### src/rtl/machina_pkg.sv
// Shared fixed-point constants, FSM encoding and saturation helper for the neuron datapath.
package machina_pkg;

    localparam int Q_W   = 16;
    localparam int ACT_W = 8;

    typedef logic [2:0] state_t;
    localparam state_t ST_INP = 3'd0;
    localparam state_t ST_MAC = 3'd1;
    localparam state_t ST_ARG = 3'd2;
    localparam state_t ST_DEL = 3'd3;
    localparam state_t ST_UPD = 3'd4;

    // Clamp a wide signed value into the Q8.8 range.
    function automatic logic signed [Q_W-1:0] sat16(input logic signed [31:0] v);
        if (v > 32'sd32767)
            return 16'sh7fff;
        else if (v < -32'sd32768)
            return 16'sh8000;
        else
            return v[Q_W-1:0];
    endfunction

endpackage

### src/rtl/dot_product_weight_bank.sv
// N Q8.8 weight registers, one read port and one write port, async reset to WINIT.
module weight_bank
    import machina_pkg::*;
#(
    parameter int                     N     = 4,
    parameter logic signed [Q_W-1:0]  WINIT = 16'sh0100,
    localparam int                    IW    = $clog2(N)
) (
    input  logic                  clk,
    input  logic                  rst,
    input  logic [IW-1:0]         rd_idx,
    output logic signed [Q_W-1:0] rd_dat,
    input  logic                  wr_en,
    input  logic [IW-1:0]         wr_idx,
    input  logic signed [Q_W-1:0] wr_dat
);

    logic [N-1:0][Q_W-1:0] w_q;

    for (genvar g = 0; g < N; g++) begin : g_w
        always_ff @(posedge clk or negedge rst) begin
            if (!rst)
                w_q[g] <= WINIT;
            else if (wr_en && wr_idx == IW'(g))
                w_q[g] <= wr_dat;
        end
    end

    assign rd_dat = w_q[rd_idx];

endmodule

### src/rtl/dot_product.sv
// Serial-MAC weighted sum feeding the sigmoid, with optional per-weight gradient update.
module dot_product
    import machina_pkg::*;
#(
    parameter int                     N     = 4,
    parameter logic signed [Q_W-1:0]  WINIT = 16'sh0100,
    parameter int                     RATE  = 4
) (
    input  logic                   clk,
    input  logic                   rst,
    input  logic                   en,
    input  logic                   inp_stb,
    input  logic [ACT_W*N-1:0]     inp_dat,
    output logic                   inp_rdy,
    output logic                   arg_stb,
    output logic [Q_W-1:0]         arg_dat,
    input  logic                   arg_rdy,
    input  logic                   del_stb,
    input  logic [Q_W-1:0]         del_dat,
    output logic                   del_rdy
);

    localparam int IW     = $clog2(N);
    localparam int PROD_W = Q_W + ACT_W + 1;
    localparam int ACC_W  = PROD_W + $clog2(N);

    state_t                    state_q, state_d;
    logic [IW-1:0]             idx_q;
    logic [N-1:0][ACT_W-1:0]   x_q;
    logic signed [ACC_W-1:0]   acc_q;
    logic signed [Q_W-1:0]     delta_q;
    logic signed [Q_W-1:0]     arg_dat_q;

    logic signed [Q_W-1:0]     w_rd;
    logic signed [ACT_W:0]     x_s;
    logic signed [PROD_W-1:0]  prod, dprod, dstep;
    logic signed [ACC_W-1:0]   acc_sum, acc_shr;
    logic signed [Q_W-1:0]     sum_sat, upd_val;
    logic                      last, inp_ack, arg_ack, del_ack;

    weight_bank #(.N(N), .WINIT(WINIT)) u_bank (
        .clk    (clk),
        .rst    (rst),
        .rd_idx (idx_q),
        .rd_dat (w_rd),
        .wr_en  (state_q == ST_UPD),
        .wr_idx (idx_q),
        .wr_dat (upd_val)
    );

    // Activations are unsigned; a zero sign bit keeps the signed multiply exact.
    assign x_s     = $signed({1'b0, x_q[idx_q]});
    assign prod    = PROD_W'(w_rd) * PROD_W'(x_s);
    assign acc_sum = acc_q + ACC_W'(prod);
    assign acc_shr = acc_sum >>> 8;
    assign sum_sat = sat16(32'(acc_shr));

    assign dprod   = PROD_W'(delta_q) * PROD_W'(x_s);
    assign dstep   = dprod >>> (8 + RATE);
    assign upd_val = sat16(32'(w_rd) + 32'(dstep));

    assign last    = (idx_q == IW'(N - 1));
    assign inp_ack = inp_stb & inp_rdy;
    assign arg_ack = arg_stb & arg_rdy;
    assign del_ack = del_stb & del_rdy;

    always_ff @(posedge clk or negedge rst) begin
        if (!rst)
            state_q <= ST_INP;
        else
            state_q <= state_d;
    end

    always_comb begin
        state_d = state_q;
        case (state_q)
            ST_INP: if (inp_ack) state_d = ST_MAC;
            ST_MAC: if (last)    state_d = ST_ARG;
            ST_ARG: if (arg_ack) state_d = en ? ST_DEL : ST_INP;
            ST_DEL: if (del_ack) state_d = ST_UPD;
            ST_UPD: if (last)    state_d = ST_INP;
            default:             state_d = ST_INP;
        endcase
    end

    always_comb begin
        inp_rdy = (state_q == ST_INP);
        arg_stb = (state_q == ST_ARG);
        del_rdy = (state_q == ST_DEL);
    end

    assign arg_dat = arg_dat_q;

    always_ff @(posedge clk or negedge rst) begin
        if (!rst) begin
            idx_q     <= '0;
            x_q       <= '0;
            acc_q     <= '0;
            delta_q   <= '0;
            arg_dat_q <= '0;
        end else begin
            case (state_q)
                ST_INP: if (inp_ack) begin
                    x_q   <= inp_dat;
                    acc_q <= '0;
                    idx_q <= '0;
                end
                ST_MAC: begin
                    acc_q <= acc_sum;
                    idx_q <= last ? '0 : idx_q + IW'(1);
                    if (last)
                        arg_dat_q <= sum_sat;
                end
                ST_DEL: if (del_ack) begin
                    delta_q <= del_dat;
                    idx_q   <= '0;
                end
                ST_UPD: idx_q <= last ? '0 : idx_q + IW'(1);
                default: ;
            endcase
        end
    end

endmodule

### config.mk
export PLATFORM = sky130hd
export DESIGN_NAME = dot_product
export DESIGN_NICKNAME = d
export VERILOG_FILES = /design/src/rtl/machina_pkg.sv /design/src/rtl/dot_product_weight_bank.sv /design/src/rtl/dot_product.sv
export SDC_FILE = /design/constraint.sdc
export NUM_CORES = 1
export LEC_CHECK = 0
export CAP_MARGIN = 0
export CORE_ASPECT_RATIO = 1.25
export CORE_MARGIN = 2
export CORE_UTILIZATION = 30
export CTS_CLUSTER_SIZE = 8
export DETAILED_ROUTE_END_ITERATION = 10
export PLACE_DENSITY_LB_ADDON = 0.05
export SYNTH_ARGS = -nofsm -noshare
export SYNTH_HDL_FRONTEND = slang
export SYNTH_SLANG_ARGS = --single-unit
### constraint.sdc
create_clock -name clk -period 8.2 [get_ports clk]
set_input_delay 1.64 -clock clk [delete_from_list [all_inputs] [get_ports clk]]
set_output_delay 1.64 -clock clk [all_outputs]
set_load 0.03 [all_outputs]
==> summary.txt <==
Syn avg cell area - 9.68 um^2
DRC violations left - 0
Synth Flop Type - dfrtp_1
CP startpoint kind - register
Worst EP arrival - 8.24 ns
Reg2reg setup slack - 0.35 ns
Syn Inst Count - 1788
Final Cycle Share - 95.8%
Clk_skew - 0.0179 ns
Crit-path max cell delay - 0.58 ns
Final hold viol count - 0
Total track usage - 17.7%
Vias/cell - 4.66
Status - finished clean
GR peak layer - met2
Initial DRC Count - 493
Number of synthesized flops with an enable pin - 0
Synth async-reset ratio - 100%
Worst hold path class - register to register
Actual slew at the worst max-slew pin - 1.18 ns
CP Capture Type - register
Most common cell on crit path - fa_1
# port buffers - 72
Worst-Skew Late Latency - 0.50 ns
Met2 GRT Util - 29.8%
Clock transition at path regs - 0.08 ns
Hold wc startpoint - u_bank.w_q[24]
Share of cells above drive strength 1 - 10.9%
P&R area growth vs syn - 14.5%
DIE WIDTH - 219 um
Most frequent cells in the layout - inv_1, nand2_1, fa_1, dfrtp_1, and2_1
Most common cell after layout, fill and taps aside - inv_1
Post-Route WL - 48400 um
Core Area - 57100 um^2
Post-DRT Antenna Nets - 0
Fmax - 0.127 GHz
Final setup fails - 0
# nets final - 2264
CP Data Required Time - 8.59 ns
Final min period - 7.85 ns
# IOs - 73
Initial DRT Pass Iterations - 6
Remaining Overflow, GRT - 0
Synthesized Nets - 2196
H-tree Lvls - 4
Drt wl/cell - 18.5 um
CTS tree - yes
Max Root-Sink Buffers - 2
Vias in the first global route - 13.8k
Num CTS Buffers - 17
Row count - 98
CTS Sinks - 160
Reg-to-reg critical path startpoint - idx_q[0]
CP max-delay cell - mux4_2
Post-DP HPWL - 38100 um
Global-route wire length before repair - 79600 um
Pins Over Slew Limit - 0
Pin count of the biggest net entering global routing - 95
Yosys cell types - 66
Yosys warns - 0
Crit Path Max Fanout - 6
Max-capacitance violation count - 0
Die Area - 59700 um^2
Crit. Startpoint - idx_q[0]
Routability Congestion - 0.796
Crit Path Class - register to register
Met1 usage - 23.0%
Die height - 273 um
Mapped cell area - 17300 um^2
Vias - 12.2k
FF+latch count, synth - 160
Worst slew margin - 20.9%
Antenna violations before repair - 0
Initial Util - 30.3%
Final setup margin - 0.348 ns
Root Driver - clkbuf_16
Post-synthesis sequential area ratio - 23.2%
Met3 usage - 2.69%
Pre-CTS WS - 0.00357 ns
## stage by stage
| stage | util, % | instances | area (um^2) | TNS (ns) | hold slack (ns) |
|---|---|---|---|---|---|
| after floorplan | - | 1788 | 17300 | 0 | 0.444 |
| after global placement | 33.3 | 2575 | 19000 | 0 | 0.457 |
| after detailed placement | 33.3 | 2575 | 19000 | 0 | 0.467 |
| after CTS | 34.3 | 2606 | 19600 | 0 | 0.485 |
| after global routing | 34.7 | 2618 | 19800 | -0.471 | 0.498 |
| final | 34.7 | 2619 | 19800 | 0 | 0.481 |
## state kept, by name, summed over array words and instances (netlist names)
signal / count
u_bank.w_q: 64
x_q: 32
acc_q: 27
idx_q: 2
arg_dat: 16
state_q: 3
delta_q: 16
## path summary, 6_finish.rpt
check | to | cells past startpoint
setup / recovery | u_bank.w_q[50] | 29
hold / removal | u_bank.w_q[24] | 2
setup reg to reg | u_bank.w_q[50] | 29
hold reg to reg | u_bank.w_q[24] | 2
max in group asynchronous | delta_q[4] | 2
min in group asynchronous | x_q[0] | 1
## area by class of cell
cell class / count / area (um^2)
multi-input combinational: 1241 / 12000
clock buffer: 17 / 425
fill: 5953 / 37300
sequential: 160 / 4010
inverter: 313 / 1170
clock inverter: 14 / 171
tap: 750 / 938
antenna: 1 / 2.50
timing repair buffer: 123 / 1150
## cell families (layout without fill, tap and decap cells)
| family | after synthesis | count (layout) | synth area share, % |
|---|---|---|---|
| xor gates and xnor gates | 54 | 54 | 2.73 |
| and+or+nand+nor | 490 | 491 | 13.6 |
| muxes | 77 | 77 | 6.34 |
| adders and majority gates | 359 | 359 | 35.8 |
| AOI/OAI and AO/OA | 260 | 260 | 9.91 |
| DFF | 160 | 160 | 23.2 |
| buffers and inverters | 388 | 467 | 8.50 |
| other | 0 | 1 | 0 |
## metal layers
layer	vias up	wire length, um
li1	5836	-
met4	0	1350
met3	49	1170
met1	6177	22100
met5	-	0
met2	145	23800
## repair_timing
action | 4_1_cts | 5_1_grt
pin swaps | 0 | 8
cloned | 0 | 1
hold buffers | 0 | 0
setup endpoints to repair | 18 | 75
setup buffers | 0 | 11
resized for setup | 1 | 29
## synthesized netlist by cell type, types with 12 or more instances
library cell	count	area share, %
nand3_1	12	0.35
a221o_1	17	0.98
a21o_1	14	0.61
and2_1	139	5.0
buf_1	13	0.28
o21ai_1	30	0.87
inv_1	313	6.8
fa_1	229	26
nand2_1	241	5.2
xor2_1	19	0.96
ha_1	125	9.0
mux4_2	21	2.7
mux2_2	52	3.4
dfrtp_1	156	23
clkbuf_1	59	1.3
nor2_1	44	0.95
a21oi_1	52	1.5
xnor2_1	35	1.8
o21ai_0	65	1.9
## worst max-delay path, delay by kind of cell, from the launching register on
family | cells | cell delay [ns]
xor gates and xnor gates | 1 | 0.16
muxes | 1 | 0.58
and+or+nand+nor | 6 | 1.13
DFF | 1 | 0.41
buffers and inverters | 5 | 0.53
adders and majority gates | 7 | 3.12
AOI/OAI and AO/OA | 9 | 1.78
Power is not shown: default switching activity piles up to over one toggle a cycle in this logic, so the estimate is an artifact.
